## config.mk

```make
export PLATFORM = sky130hd
export DESIGN_NAME = vx_icache_pipe_mux
export DESIGN_NICKNAME = d
export VERILOG_FILES = /design/src/rtl/vx_icache_mux_pkg.sv /design/src/rtl/vx_rr_arbiter.sv /design/src/rtl/vx_icache_pipe_mux.sv
export SDC_FILE = /design/constraint.sdc
export NUM_CORES = 1
export LEC_CHECK = 0
export ABC_AREA = 1
export BUFFER_PORTS_ARGS = -buffer_cell sky130_fd_sc_hd__buf_4
export CAP_MARGIN = 30
export CELL_PAD_IN_SITES_DETAIL_PLACEMENT = 2
export CELL_PAD_IN_SITES_GLOBAL_PLACEMENT = 2
export CORE_ASPECT_RATIO = 0.5
export CORE_UTILIZATION = 20
export CTS_CLUSTER_DIAMETER = 200
export DETAILED_ROUTE_END_ITERATION = 12
export PLACE_DENSITY_LB_ADDON = 0.15
export REMOVE_ABC_BUFFERS = 1
export SYNTH_ARGS = -nofsm -noshare
export SYNTH_HDL_FRONTEND = slang
export SYNTH_SLANG_ARGS = --single-unit
```

## constraint.sdc

```tcl
create_clock -name clk -period 3.8 [get_ports clk]
set_input_delay 0.19 -clock clk [delete_from_list [all_inputs] [get_ports clk]]
set_output_delay 0.19 -clock clk [all_outputs]
set_load 0.03 [all_outputs]
```

## src/rtl/vx_icache_mux_pkg.sv

```systemverilog
// Shared helpers for the icache pipe multiplexer: width calculations used by
// the top level and the round-robin arbiter.
`ifndef ICACHE_CORE_TAG_WIDTH
`define ICACHE_CORE_TAG_WIDTH 8
`endif

package vx_icache_mux_pkg;

  // Pipe index width; never zero so a one-pipe build still has an index field.
  function automatic int calc_log_pipes(input int n);
    return (n > 1) ? $clog2(n) : 1;
  endfunction

  // Tag width on the merged icache side: {pipe_idx, pipe_tag}.
  function automatic int merged_tag_width(input int tag_w, input int n);
    return tag_w + calc_log_pipes(n);
  endfunction

  // Outstanding counter must hold 0..max_pend inclusive.
  function automatic int pend_width(input int max_pend);
    return $clog2(max_pend + 1);
  endfunction

endpackage

```

## src/rtl/vx_rr_arbiter.sv

```systemverilog
// Round-robin arbiter. Priority starts at the rotating pointer and wraps;
// the pointer moves to one past the winner only when a grant is issued.
module vx_rr_arbiter
  import vx_icache_mux_pkg::*;
#(
  parameter int NUM_REQS = 2
) (
  input  logic                                 clk,
  input  logic                                 reset,
  input  logic [NUM_REQS-1:0]                  requests,
  input  logic                                 enable,
  output logic [NUM_REQS-1:0]                  grant_onehot,
  output logic [calc_log_pipes(NUM_REQS)-1:0]  grant_index,
  output logic                                 grant_valid
);

  localparam int IDX_W = calc_log_pipes(NUM_REQS);

  logic [IDX_W-1:0] ptr;

  // Two passes: requesters at/above the pointer first, then the wrapped ones.
  always_comb begin
    grant_onehot = '0;
    grant_index  = '0;
    grant_valid  = 1'b0;
    for (int i = 0; i < NUM_REQS; i++) begin
      if (enable && !grant_valid && requests[i] && (IDX_W'(i) >= ptr)) begin
        grant_valid     = 1'b1;
        grant_index     = IDX_W'(i);
        grant_onehot[i] = 1'b1;
      end
    end
    for (int i = 0; i < NUM_REQS; i++) begin
      if (enable && !grant_valid && requests[i] && (IDX_W'(i) < ptr)) begin
        grant_valid     = 1'b1;
        grant_index     = IDX_W'(i);
        grant_onehot[i] = 1'b1;
      end
    end
  end

  // Pointer advances past the winner; held when nothing is granted.
  always_ff @(posedge clk) begin
    if (!reset)
      ptr <= '0;
    else if (grant_valid)
      ptr <= (grant_index == IDX_W'(NUM_REQS - 1)) ? '0 : grant_index + 1'b1;
  end

endmodule

```

## src/rtl/vx_icache_pipe_mux.sv

```systemverilog
// Shares one icache core port among NUM_PIPES fetch pipelines. Requests are
// arbitrated round-robin into a single registered stage with the pipe index
// prepended to the tag; responses are steered back combinationally by that
// index. Per-pipe outstanding counters throttle issue and flag bad responses.
// Optional: ICACHE_PIPE_MUX_PERF_EN adds per-pipe stall-cycle counters.
module vx_icache_pipe_mux
  import vx_icache_mux_pkg::*;
#(
  parameter int NUM_PIPES   = 2,
  parameter int ADDR_WIDTH  = 30,
  parameter int WORD_SIZE   = 4,
  parameter int TAG_WIDTH   = `ICACHE_CORE_TAG_WIDTH,
  parameter int MAX_PENDING = 4
) (
  input  logic                                                clk,
  input  logic                                                reset,
  input  logic [NUM_PIPES-1:0]                                pipe_req_valid,
  input  logic [NUM_PIPES-1:0][ADDR_WIDTH-1:0]                pipe_req_addr,
  input  logic [NUM_PIPES-1:0][TAG_WIDTH-1:0]                 pipe_req_tag,
  output logic [NUM_PIPES-1:0]                                pipe_req_ready,
  output logic [NUM_PIPES-1:0]                                pipe_rsp_valid,
  output logic [8*WORD_SIZE-1:0]                              pipe_rsp_data,
  output logic [TAG_WIDTH-1:0]                                pipe_rsp_tag,
  input  logic [NUM_PIPES-1:0]                                pipe_rsp_ready,
  output logic                                                icache_req_valid,
  output logic [ADDR_WIDTH-1:0]                               icache_req_addr,
  output logic [merged_tag_width(TAG_WIDTH, NUM_PIPES)-1:0]   icache_req_tag,
  input  logic                                                icache_req_ready,
  input  logic                                                icache_rsp_valid,
  input  logic [8*WORD_SIZE-1:0]                              icache_rsp_data,
  input  logic [merged_tag_width(TAG_WIDTH, NUM_PIPES)-1:0]   icache_rsp_tag,
  output logic                                                icache_rsp_ready,
  output logic                                                busy,
  output logic                                                rsp_err
`ifdef ICACHE_PIPE_MUX_PERF_EN
  ,
  output logic [NUM_PIPES-1:0][31:0]                          perf_stall_cycles
`endif
);

  localparam int LOG_PIPES = calc_log_pipes(NUM_PIPES);
  localparam int MTAG_W    = merged_tag_width(TAG_WIDTH, NUM_PIPES);
  localparam int PW        = pend_width(MAX_PENDING);

  logic [NUM_PIPES-1:0][PW-1:0] pend;
  logic [NUM_PIPES-1:0]         eligible;
  logic [NUM_PIPES-1:0]         inc;
  logic [NUM_PIPES-1:0]         dec;
  logic [NUM_PIPES-1:0]         pend_nz;

  logic                  out_valid;
  logic [ADDR_WIDTH-1:0] out_addr;
  logic [MTAG_W-1:0]     out_tag;
  logic                  can_load;

  logic [NUM_PIPES-1:0]  grant_onehot;
  logic [LOG_PIPES-1:0]  grant_index;
  logic                  grant_valid;

  logic [LOG_PIPES-1:0]  rsp_idx;
  logic                  idx_ok;
  logic                  rsp_hs;

  // ---------------- request side ----------------
  // Reset gates the arbiter so no pipe sees ready while the block is held.
  assign can_load = !out_valid || icache_req_ready;

  vx_rr_arbiter #(
    .NUM_REQS (NUM_PIPES)
  ) arb (
    .clk          (clk),
    .reset        (reset),
    .requests     (eligible),
    .enable       (can_load && reset),
    .grant_onehot (grant_onehot),
    .grant_index  (grant_index),
    .grant_valid  (grant_valid)
  );

  assign pipe_req_ready = grant_onehot;
  assign inc            = pipe_req_valid & pipe_req_ready;

  // Single output stage; loads whenever empty or draining this cycle.
  always_ff @(posedge clk) begin
    if (!reset) begin
      out_valid <= 1'b0;
      out_addr  <= '0;
      out_tag   <= '0;
    end else if (can_load) begin
      out_valid <= grant_valid;
      if (grant_valid) begin
        out_addr <= pipe_req_addr[grant_index];
        out_tag  <= {grant_index, pipe_req_tag[grant_index]};
      end
    end
  end

  assign icache_req_valid = out_valid;
  assign icache_req_addr  = out_addr;
  assign icache_req_tag   = out_tag;

  // ---------------- response side ----------------
  assign rsp_idx       = icache_rsp_tag[MTAG_W-1 -: LOG_PIPES];
  assign idx_ok        = (int'(rsp_idx) < NUM_PIPES);
  assign pipe_rsp_data = icache_rsp_data;
  assign pipe_rsp_tag  = icache_rsp_tag[TAG_WIDTH-1:0];

  // Unknown index has no owner: accept it so the core never stalls on it.
  always_comb begin
    icache_rsp_ready = 1'b1;
    for (int i = 0; i < NUM_PIPES; i++)
      if (rsp_idx == LOG_PIPES'(i))
        icache_rsp_ready = pipe_rsp_ready[i];
  end

  assign rsp_hs = icache_rsp_valid && icache_rsp_ready;

  // ---------------- per-pipe state ----------------
  for (genvar i = 0; i < NUM_PIPES; i++) begin : g_pipe
    assign pipe_rsp_valid[i] = icache_rsp_valid && (rsp_idx == LOG_PIPES'(i));
    assign dec[i]            = rsp_hs && (rsp_idx == LOG_PIPES'(i));
    assign pend_nz[i]        = (pend[i] != '0);
    assign eligible[i]       = pipe_req_valid[i] && (pend[i] < PW'(MAX_PENDING));

    // Outstanding count; a response to an idle pipe leaves it at zero.
    always_ff @(posedge clk) begin
      if (!reset)
        pend[i] <= '0;
      else if (inc[i] && !dec[i])
        pend[i] <= pend[i] + 1'b1;
      else if (dec[i] && !inc[i] && pend_nz[i])
        pend[i] <= pend[i] - 1'b1;
    end

`ifdef ICACHE_PIPE_MUX_PERF_EN
    // Saturating count of cycles this pipe wanted to issue but was not taken.
    always_ff @(posedge clk) begin
      if (!reset)
        perf_stall_cycles[i] <= '0;
      else if (pipe_req_valid[i] && !pipe_req_ready[i] && (perf_stall_cycles[i] != '1))
        perf_stall_cycles[i] <= perf_stall_cycles[i] + 32'd1;
    end
`else
    // No stall accounting in this build.
`endif
  end

  // Sticky error: orphan index or response with nothing outstanding.
  always_ff @(posedge clk) begin
    if (!reset)
      rsp_err <= 1'b0;
    else if (rsp_hs && (!idx_ok || |(dec & ~pend_nz)))
      rsp_err <= 1'b1;
  end

  assign busy = out_valid || (|pend_nz);

endmodule

```

==> metrics.yaml <==
pwr:
  switchingPower_uw: 582
  p_int_mw: 1.14
  seq_power_share: 0.354
  pwr_density_cell_nw_per_um2: 441
  p_leak_nw: 2.18
  switching_share: 0.339
  ir_worst_vdd_mv: 0.168
  combPwrFrac: 0.329
  report.power.total_mw: 1.72
  clockPowerShare: 0.317
sta:
  slew_headroom: 0.527
  setup-violations-final: 0
  timing.fmax_ghz: 0.458
  finalCritPeriodShare: 0.575
  hold_viol_final: 0
  tightest_slew_ps: 709
  skew_ps: 2.71
  fin_crit_ps: 2180
  drv_slew: 0
  timing.hold.ws_ps: 179
  fin_setup_tns_ps: 0
  rsz0062_at_grt: "false"
synth:
  synth-seq-cells: 48
  synth_area_leaders: "dfxtp_1 (33%), nand2_1 (17%), inv_1 (12%)"
  syn_inst: 454
  synth_enable_flop_cells: 0
  synth_common_cells: "nand2_1 (134), inv_1 (91), dfxtp_1 (48)"
  synth_top_cell_area_share: 0.334
  yosysTopAreaCell: "dfxtp_1"
  syn_area_um2: 2880
  ys_seq_area_frac: 0.334
  synth_cell_types: 22
  ys_async_sr_fraction: 0
  synth_most_common_cell: "nand2_1"
  avgSynthCellArea_um2: 6.33
  ys_warn_count: 0
  yosys_most_used_dff: "dfxtp_1"
drt:
  drc: 0
  avgViaCountPerCell: 4.06
  totalWireLength_um: 10900
  wire_per_inst_um: 14.9
  drtIter0Drc: 71
  drtAntennaViolNets: 0
  vias: 2958
  dr.pass1.iters: 2
clock_tree:
  htree_levels: 2
  ctsRootBufferMaster: "clkbuf_16"
  clock_sinks: 48
  numCtsBuffers: 5
  tritoncts: "built"
  cts_resized: 0
  post_cts_buffers: 0
  cts-hold-fix-buffers: 0
  cts.clk_slew.worst_paths_ps: 70
  clk_latency_ps: 290
  cts_buffer_depth: 2
worst_hold_path:
  hold_path_class: "input pin to register"
setup_path:
  crit_path_end_kind: "primary output"
  start_kind: "register"
  reg2reg_setup_slack_ps: 1810
  crit_path_max_fanout: 39
  crit_arrival_ps: 1990
  rr_worst_depth: 9
  r2r_end: "pend[2]$_SDFFE_PN0P_"
  critPathKind: "register to primary output"
  crit_required_ps: 3610
  critical_path.startpoint: "pend[5]$_SDFFE_PN0P_"
  r2r-start: "icache_req_valid$_SDFFE_PN0N_"
  cp-endpoint: "pipe_req_ready[1]"
floorplan:
  ioPinCount: 212
  fp.dieArea_um2: 14900
  initial_core_util: 0.209
  die_w_um: 172
  core_region_area_um2: 13800
  die_h_um: 86.8
  rows: 30
global_route:
  antenna_found_initial: 0
  grt.overflow.total: 0
  grt_pass1_vias: 3028
  grt_pass1_wl_um: 16600
  grt_usage: 0.150
  grt_start_max_net_pins: 44
place:
  hpwlAfterDp_um: 8500
  port_buffers: 131
  place_area_um2: 3710
  gp_congestion: 0.689
finish:
  fillCellCount: 1720
  antenna_cells: 0
  final_cell_area_um2: 3890
  layout.nets: 663
  drive_gt1_frac: 0.277
  syn2layout_area_growth_pct: 35.4
run_status:
  outcome: "finished, final reports clean"
flow_run:
  cap_viol_max_count: 0
## worst min path at each step
stage                              startpoint                          endpoint  slack, ps  cells past startpoint
after global routing        pipe_req_addr[48]  icache_req_addr[18]$_SDFFE_PN0P_        190                      5
after detailed placement  icache_rsp_data[25]                 pipe_rsp_data[25]        380                      0
after global placement    icache_rsp_data[25]                 pipe_rsp_data[25]        380                      0
final                       pipe_req_addr[48]  icache_req_addr[18]$_SDFFE_PN0P_        180                      5
after CTS                   pipe_req_addr[56]  icache_req_addr[26]$_SDFFE_PN0P_        170                      5
after floorplan                         reset              pend[5]$_SDFFE_PN0P_        310                      2
## routing by layer
metal	vias to the layer above	wire length (µm)	GRT usage
li1	1487	-	-
met1	1338	4670	0.177
met2	124	4580	0.222
met3	7	1480	0.0995
met4	2	76	0.0284
met5	-	78	0.0535
## final cells by class
class | instances | area (µm²) | area share
Multi-Input combinational cell | 253 | 1150 | 0.294
Timing Repair Buffer | 135 | 1010 | 0.260
Sequential cell | 48 | 961 | 0.247
Inverter | 93 | 349 | 0.0897
Tap cell | 192 | 240 | 0.0617
Clock buffer | 7 | 153 | 0.0392
Clock inverter | 1 | 30.0 | 0.00771
## cells by family after synthesis
kind of cell,Yosys count,share of synthesized area
AOI/OAI and AO/OA,89,0.161
adders and majority gates,2,0.0139
buffers and inverters,153,0.270
DFF,48,0.334
muxes,1,0.00392
and+or+nand+nor,161,0.218
## through the flow
step | worst slack [ps] | utilization | instances
2_1_floorplan | 1110 | - | 394
3_3_place_gp | 1740 | 0.269 | 721
3_5_place_dp | 1710 | 0.269 | 721
4_1_cts | 1520 | 0.283 | 729
5_1_grt | 1440 | 0.283 | 729
6_report | 1620 | 0.283 | 729
## power by group through the flow
stage          Clock, mW  Sequential [mW]  Combinational (mW)
2_1_floorplan          0            0.721               0.224
3_3_place_gp           0            0.618               0.572
3_5_place_dp           0            0.621               0.582
4_1_cts            0.575            0.610               0.584
5_1_grt            0.597            0.617               0.633
6_report           0.545            0.608               0.564
## sequential cells by signal (all words and copies together) (netlist names)
register and flops:
rsp_err 1, icache_req_tag 9, pend 6, icache_req_addr 30, arb.ptr 1, icache_req_valid 1
## critical path: stages (launching register included)
cell and delay (ps):
dfxtp_1 340, nor2_1 370, nand3_2 150, inv_2 550
buf_4 280
## layout by cell type (no fill, tap or decap), types with 5 or more instances in the layout
| cell type | instances |
|---|---|
| o21ai_0 | 19 |
| nand3_1 | 6 |
| inv_1 | 91 |
| clkbuf_16 | 5 |
| nand2_1 | 134 |
| o21ai_1 | 24 |
| dfxtp_1 | 48 |
| a21oi_1 | 43 |
| nor2_1 | 16 |
| buf_4 | 135 |
Power figures use the tool's default switching activity.
